--- config.mk ---
export PLATFORM = sky130hd
export DESIGN_NAME = quad_step_decoder
export DESIGN_NICKNAME = d
export VERILOG_FILES = /design/src/rtl/quad_pkg.sv /design/src/rtl/glitch_filter.sv /design/src/rtl/quad_step_decoder.sv
export SDC_FILE = /design/constraint.sdc
export NUM_CORES = 1
export LEC_CHECK = 0
export CAP_MARGIN = 30
export CORE_MARGIN = 2
export CORE_UTILIZATION = 55
export DETAILED_ROUTE_END_ITERATION = 6
export PLACE_DENSITY = 0.83
export SLEW_MARGIN = 10
export SYNTH_ARGS = -nofsm -noshare
export SYNTH_HDL_FRONTEND = slang
export SYNTH_SLANG_ARGS = --single-unit
--- constraint.sdc ---
create_clock -name clk -period 3.2 [get_ports clk]
set_input_delay 0.48 -clock clk [delete_from_list [all_inputs] [get_ports clk]]
set_output_delay 0.48 -clock clk [all_outputs]
set_load 0.005 [all_outputs]
--- src/rtl/quad_pkg.sv ---
// Shared types and quadrature-sequence helpers for the encoder front end.
package quad_pkg;

  typedef logic [1:0] phase_t;

  localparam phase_t PH_00 = 2'b00;
  localparam phase_t PH_01 = 2'b01;
  localparam phase_t PH_11 = 2'b11;
  localparam phase_t PH_10 = 2'b10;

  typedef enum logic {S_INIT, S_TRACK} qstate_t;

  // Forward rotation is 00 -> 01 -> 11 -> 10 -> 00
  function automatic phase_t fwd_next(input phase_t p);
    case (p)
      PH_00:   return PH_01;
      PH_01:   return PH_11;
      PH_11:   return PH_10;
      default: return PH_00;
    endcase
  endfunction

  function automatic phase_t fwd_prev(input phase_t p);
    case (p)
      PH_00:   return PH_10;
      PH_10:   return PH_11;
      PH_11:   return PH_01;
      default: return PH_00;
    endcase
  endfunction

endpackage

--- src/rtl/glitch_filter.sv ---
// One encoder channel: metastability synchroniser followed by a stability counter
// that only lets a new level through after FILT_CYCLES consecutive stable cycles.
module glitch_filter #(
  parameter int SYNC_STAGES = 2,
  parameter int FILT_CYCLES = 4
) (
  input  logic clk,
  input  logic reset,
  input  logic raw,
  input  logic hold,
  input  logic load,
  output logic sync,
  output logic pre_sync,
  output logic filt
);

  localparam int CW = $clog2(FILT_CYCLES + 1);

  logic [SYNC_STAGES-1:0] sync_q;
  logic [CW-1:0]          cnt;

  always_ff @(posedge clk or posedge reset) begin
    if (reset) sync_q <= '0;
    else       sync_q <= {sync_q[SYNC_STAGES-2:0], raw};
  end

  assign sync     = sync_q[SYNC_STAGES-1];
  assign pre_sync = sync_q[SYNC_STAGES-2];

  // load bypasses the counter so start-up can adopt the settled level directly
  always_ff @(posedge clk or posedge reset) begin
    if (reset) begin
      cnt  <= '0;
      filt <= 1'b0;
    end else if (load) begin
      cnt  <= '0;
      filt <= sync;
    end else if (hold || sync == filt) begin
      cnt  <= '0;
    end else if (cnt == CW'(FILT_CYCLES - 1)) begin
      cnt  <= '0;
      filt <= sync;
    end else begin
      cnt  <= cnt + CW'(1);
    end
  end

endmodule

--- src/rtl/quad_step_decoder.sv ---
// Quadrature front end: filters A/B, waits for a settled start-up phase, then emits
// one-cycle step strobes with direction and flags illegal double-bit transitions.
import quad_pkg::*;

module quad_step_decoder #(
  parameter int SYNC_STAGES = 2,
  parameter int FILT_CYCLES = 4
) (
  input  logic       clk,
  input  logic       reset,
  input  logic       enable,
  input  logic       enc_a,
  input  logic       enc_b,
  input  logic       err_clr,
  output logic       step,
  output logic       up_down,
  output logic       err,
  output logic       ready,
  output logic [1:0] phase
);

  localparam int CW = $clog2(FILT_CYCLES + 1);

  qstate_t       state;
  logic [CW-1:0] settle_cnt;
  phase_t        p_q;
  logic          a_sync, b_sync, a_pre, b_pre, a_f, b_f;
  logic          hold, load, pair_stable, settle_done;
  phase_t        n_phase;
  logic          legal_up, legal_dn, illegal;

  glitch_filter #(.SYNC_STAGES(SYNC_STAGES), .FILT_CYCLES(FILT_CYCLES)) u_filt_a (
    .clk(clk), .reset(reset), .raw(enc_a), .hold(hold), .load(load),
    .sync(a_sync), .pre_sync(a_pre), .filt(a_f)
  );

  glitch_filter #(.SYNC_STAGES(SYNC_STAGES), .FILT_CYCLES(FILT_CYCLES)) u_filt_b (
    .clk(clk), .reset(reset), .raw(enc_b), .hold(hold), .load(load),
    .sync(b_sync), .pre_sync(b_pre), .filt(b_f)
  );

  // The penultimate stage is next cycle's sync value, so equality means "unchanged"
  assign pair_stable = ({a_pre, b_pre} == {a_sync, b_sync});
  assign settle_done = (settle_cnt == CW'(FILT_CYCLES - 1));
  assign hold        = (state == S_INIT);
  assign load        = hold && pair_stable && settle_done;

  assign n_phase  = {a_f, b_f};
  assign phase    = n_phase;
  assign legal_up = (n_phase == fwd_next(p_q));
  assign legal_dn = (n_phase == fwd_prev(p_q));
  assign illegal  = ((n_phase ^ p_q) == 2'b11);

  always_ff @(posedge clk or posedge reset) begin
    if (reset) begin
      state      <= S_INIT;
      settle_cnt <= '0;
      p_q        <= PH_00;
      step       <= 1'b0;
      up_down    <= 1'b1;
      err        <= 1'b0;
      ready      <= 1'b0;
    end else begin
      step <= 1'b0;
      if (state == S_TRACK && illegal) err <= 1'b1;
      else if (err_clr)                err <= 1'b0;
      case (state)
        S_INIT: begin
          if (!pair_stable) begin
            settle_cnt <= '0;
          end else if (settle_done) begin
            settle_cnt <= '0;
            p_q        <= {a_sync, b_sync};
            ready      <= 1'b1;
            state      <= S_TRACK;
          end else begin
            settle_cnt <= settle_cnt + CW'(1);
          end
        end
        S_TRACK: begin
          // p follows n unconditionally so a disabled edge is never replayed later
          p_q <= n_phase;
          if ((legal_up || legal_dn) && enable) begin
            step    <= 1'b1;
            up_down <= legal_up;
          end
        end
        default: state <= S_INIT;
      endcase
    end
  end

endmodule

# Word-level counts from Yosys, hierarchy flattened
# Index checks and enable logic that the tools add are counted.
# W data, S select, Z words.
[op_classes] muxes=26 addsub=3 bitwise=2 reduce_logical=16 eq_ne=16
[ops] cell="$mux W3" n=8
[ops] cell="$mux W1" n=13
[ops] cell="$pmux W2 S3" n=2
[ops] cell="$add A3 B1 Y3 const B" n=3
[ops] cell="$eq A3 B2 Y1 const B" n=3
[ops] cell="$reduce_and A2 Y1" n=4
[ops] cell="$eq A2 B2 Y1" n=3
[ops] cell="$eq A2 B2 Y1 const B" n=3
[ops] cell="$reduce_bool A2 Y1" n=3
[ops] cell="$logic_and A1 B1 Y1" n=4
[ops] cell="$mux W2" n=2
[ops] cell="$ne A2 B1 Y1 const B" n=2
[ops] cell="$ne A2 B2 Y1 const B" n=2
[ops] cell="$pmux W2 S2" n=1
[ops] cell="$logic_or A1 B1 Y1" n=3
[ops] cell="$reduce_and A3 Y1" n=1
[ops] cell="$eq A1 B1 Y1" n=2
[ops] cell="$eq A2 B1 Y1 const B" n=1
[ops] cell="$logic_not A2 Y1" n=1
[ops] cell="$xor A2 B2 Y2" n=1
[ops] cell="$not A1 Y1" n=1
[word_totals] wordCells=76 ff_bits=22

# Logic depth before layout (Yosys ltp)
[logic_depth] depth_word=7 ltp_mapped=4

# By module
# From an unflattened synthesis, not the netlist that was laid out.
[unflattened] cells_unflattened=91 hier_area_um2=1029.7
[modules_own_cells] mod="quad_step_decoder" seq_area_each_um2=251.5 cells_each=53 area_per_inst_um2=536.8 instances=1
[modules_own_cells] mod="glitch_filter" seq_area_each_um2=150.1 cells_each=19 area_per_inst_um2=246.5 instances=2

# Worst setup path after synthesis
# Ideal clock, no wire load.
[synth_timing] kind="register to register" from="register settle_cnt[0]" to="register u_filt_a.filt" n_path_buf=0 required_ps=3072 period_less_slack_ps=1387 stages_incl_launch_ff=5 arrival_ps=1260 setup_slack_ps=1813 cell_sequence="dfrtp_1 > ha_1 > nor3b_1 > a32oi_1 > mux2_1"
[synth_via] elab_chain_cells=4 elab_cells_between_ends=6
[synth_rtl] element="from (decl)" line="quad_step_decoder.sv:25" text="logic [CW-1:0] settle_cnt;"
[synth_rtl] element="from (signal assigned)" line="quad_step_decoder.sv:77" text="settle_cnt <= settle_cnt + CW'(1);"
[synth_rtl] element="$eq A3 B2 Y1 *" line="quad_step_decoder.sv:44" text="assign settle_done = (settle_cnt == CW'(FILT_CYCLES - 1));"
[synth_rtl] element="$logic_and A1 B1 Y1 *" line="quad_step_decoder.sv:46" text="assign load = hold && pair_stable && settle_done;"
[synth_rtl] element="$ne A2 B2 Y1 (no source line) or $reduce_bool A2 Y1 (tied branches)"
[synth_rtl] element="$reduce_and A2 Y1 (no source line)"
[synth_rtl] element="to (signal assigned)" line="glitch_filter.sv:37" text="filt <= sync;"
[synth_rtl] element="to (signal assigned)" line="glitch_filter.sv:42" text="filt <= sync;"
[synth_rtl] element="to (decl)" line="glitch_filter.sv:14" text="output logic filt"
# Mark *: on every way between the ends. The rest lies on a longest branch, timed or not.
# A chain may end at the register's enable or synchronous reset.

# Final worst setup path
[layout_timing] from="register u_filt_b.filt" to="output phase[0]"
[layout_lines] element="from (decl)" line="glitch_filter.sv:14"
[layout_lines] element="from (signal assigned)" line="glitch_filter.sv:37"
[layout_lines] element="from (signal assigned)" line="glitch_filter.sv:42"
[layout_lines] element="to (decl)" line="quad_step_decoder.sv:19" text="output logic [1:0] phase"
# No word-level cell between the ends.

==> results.json <==
{
  "outcome": "finished clean",
  "finalSetupTns_ns": 0,
  "die_h_um": 46.6,
  "ff2ff_setup_slack_ns": 1.60,
  "synth-edff-count": 0,
  "routed-via-count": 685,
  "clkLatencyLatePin_ns": 0.30,
  "die-area_sq_mm": 0.00217,
  "r2r_end": "u_filt_b.filt$_DFFE_PP0P_",
  "worstPathArrival_ns": 1.39,
  "ctsHoldBuffers": 0,
  "maxSlewHeadroom_pct": 48.2,
  "slowest_stage": "clkdlybuf4s50_1",
  "synthTopCellsByArea": "dfrtp_1 (53%), xor2_1 (5.3%), ha_1 (3.8%)",
  "whs_ns": 0.445,
  "grt_usage_pct": 18.3,
  "post-route-period-util_pct": 58.3,
  "layout_min_cycle_time_ns": 1.87,
  "holdPathStages": 1,
  "finalWirelength_um": 1600,
  "cts_resized": 0,
  "ys_types": 29,
  "rsz0062_at_grt": "false",
  "yosysSeqAreaShare_pct": 55.2,
  "worstSetupStartpointType": "register",
  "synth_ff_type": "dfrtp_1",
  "htree_levels": 1,
  "drv_slew": 0,
  "regArea_sq_um": 552,
  "layout_setup_ws_ns": 1.33,
  "synth_cells": 85,
  "cts_setup_buffers": 0,
  "io_pins": 12,
  "finalSetupViolations": 0,
  "drc_errors": 0,
  "clk_path_buf_depth": 2,
  "port_buffers": 11,
  "synth_nets": 94,
  "worstPathMaxFanout": 6,
  "dp.cells": 117,
  "pre_cts_ws_ns": 1.62,
  "grt_max_degree": 23,
  "power.total_uw": 737,
  "ys_ff_latch": 22,
  "max_freq_mhz": 536,
  "avgSynthCellArea_sq_um": 11.8,
  "hold_viol": 0,
  "yosys.area.top_type": "dfrtp_1",
  "n_antenna_cell": 0,
  "final.setup_skew_ns": 0.00444,
  "grt_pass1_vias": 642,
  "power.density_mw_per_mm2": 645,
  "synthArstFlopShare_pct": 100,
  "cts_buffers": 3,
  "crit_family": "buffers and inverters",
  "area_growth_pct": 14.4,
  "final_layout_size_suffix_gt1_share_pct": 7.29,
  "cts_tree": "done",
  "crit_path_end_kind": "output port",
  "syn_area_sq_um": 1000,
  "whs_endpoint": "u_filt_a.cnt[0]$_DFF_PP0_",
  "cp.required_ns": 2.72,
  "critPathMaxStageDelay_ns": 0.57,
  "cts_num_sinks": 22,
  "fill_cells": 155,
  "p_leak_uw": 0.000529,
  "path_cells": "clkdlybuf4s50_1",
  "rows": 15,
  "ant_nets": 0,
  "chipWidth_um": 46.6,
  "instances_no_fill": 121,
  "globalplace.congestion": 0.834,
  "dr.pass1.iters": 4,
  "hp-start": "u_filt_a.cnt[0]$_DFF_PP0_",
  "wl_per_cell_um": 13.2,
  "drv_cap": 0,
  "yosysWarnings": 0,
  "final_nets": 106,
  "crit_buf_inv": 1,
  "r2r-start": "state$_DFF_PP0_",
  "reg2reg_depth": 3,
  "worst-setup-path-type": "reg2out",
  "gr-total-overflow": 0,
  "vias_per_cell": 5.66,
  "grt_pass1_wl_um": 2730,
  "cts_root_buf": "clkbuf_4",
  "core-area_sq_mm": 0.00173,
  "tightest_slew_ns": 0.776,
  "min_path_type": "reg2reg",
  "multi_input_area_sq_um": 417,
  "initial_core_util_pct": 57.9,
  "vdd_drop_max_uv": 379,
  "antenna_found_initial": 0,
  "path_clk_slew_ns": 0.11,
  "yosys.area.top_type_share_pct": 52.6,
  "post-dp-hpwl_um": 1200,
  "drtIter0Drc": 14
}
==> area by class of cell <==
cell class	instances	area share, %
clock buffer	4	2.30
tap	25	2.74
timing repair buffer	11	9.63
multi-input combinational	57	36.4
inverter	2	0.656
sequential	22	48.2
==> logic make-up (layout without fill, tap and decap cells) <==
| group | Yosys count | in the layout | share of synthesized area (%) |
|---|---|---|---|
| AO/OA/AOI/OAI | 17 | 17 | 11.5 |
| XOR/XNOR | 11 | 11 | 11.1 |
| adder cells (fa/ha/maj) | 3 | 3 | 3.76 |
| buffers and inverters | 6 | 17 | 3.13 |
| flip-flops | 22 | 22 | 55.2 |
| multiplexers | 2 | 2 | 2.25 |
| AND/OR/NAND/NOR | 24 | 24 | 13.0 |
==> sequential cells by signal (all words and copies together) (netlist names) <==
name,cells
u_filt_a.cnt,3
state,1
u_filt_a.sync_q,2
u_filt_b.cnt,3
ready,1
err,1
step,1
u_filt_a.filt,1
p_q,2
settle_cnt,3
u_filt_b.sync_q,2
up_down,1
u_filt_b.filt,1
==> per-layer routing <==
layer	GRT usage (%)	wire, um
met2	28.9	815
met5	0	0
met3	2.35	53
met4	11.1	31
met1	23.7	702
==> worst max-delay path by stage <==
stage | startpoint | to | cells past startpoint
floorplan | settle_cnt[0]$_DFFE_PP0N_ | u_filt_a.filt$_DFFE_PP0P_ | 4
global placement | reset | u_filt_a.cnt[0]$_DFF_PP0_ | 2
detailed placement | state$_DFF_PP0_ | u_filt_b.filt$_DFFE_PP0P_ | 3
CTS | u_filt_b.filt$_DFFE_PP0P_ | phase[0] | 1
global route | up_down$_DFFE_PP1P_ | up_down | 1
finish | u_filt_b.filt$_DFFE_PP0P_ | phase[0] | 1
==> synthesized netlist by cell type (3+ instances only) <==
library cell / count
nor3b_1: 3
xnor2_1: 3
nand2_1: 6
xor2_1: 6
ha_1: 3
o21ai_0: 5
dfrtp_1: 21
nor2b_1: 5
nor3_1: 3
==> through the flow <==
stage	util, %	cell area [sq um]
6_report	66.2	1140
4_1_cts	66.2	1140
5_1_grt	66.2	1140
2_1_floorplan	-	1000
3_3_place_gp	64.7	1120
3_5_place_dp	64.7	1120
==> layout by cell type, fill, tap and decap left out, types with 3 or more instances in the layout <==
cell / instances
dfrtp_1: 21
nor3_1: 3
o21ai_0: 5
ha_1: 3
clkbuf_4: 3
nor2b_1: 5
nand2_1: 6
nor3b_1: 3
clkdlybuf4s50_1: 11
xor2_1: 6
xnor2_1: 3
==> report_power, final <==
group          switching (uW)  leakage, uW  total [uW]  internal, uW
sequential               74.2     0.000287         407           333
clock                    77.4    0.0000150         126          48.7
combinational            84.1     0.000227         204           120
total                     236     0.000529         737           501
(Power assumes the default switching activity.)
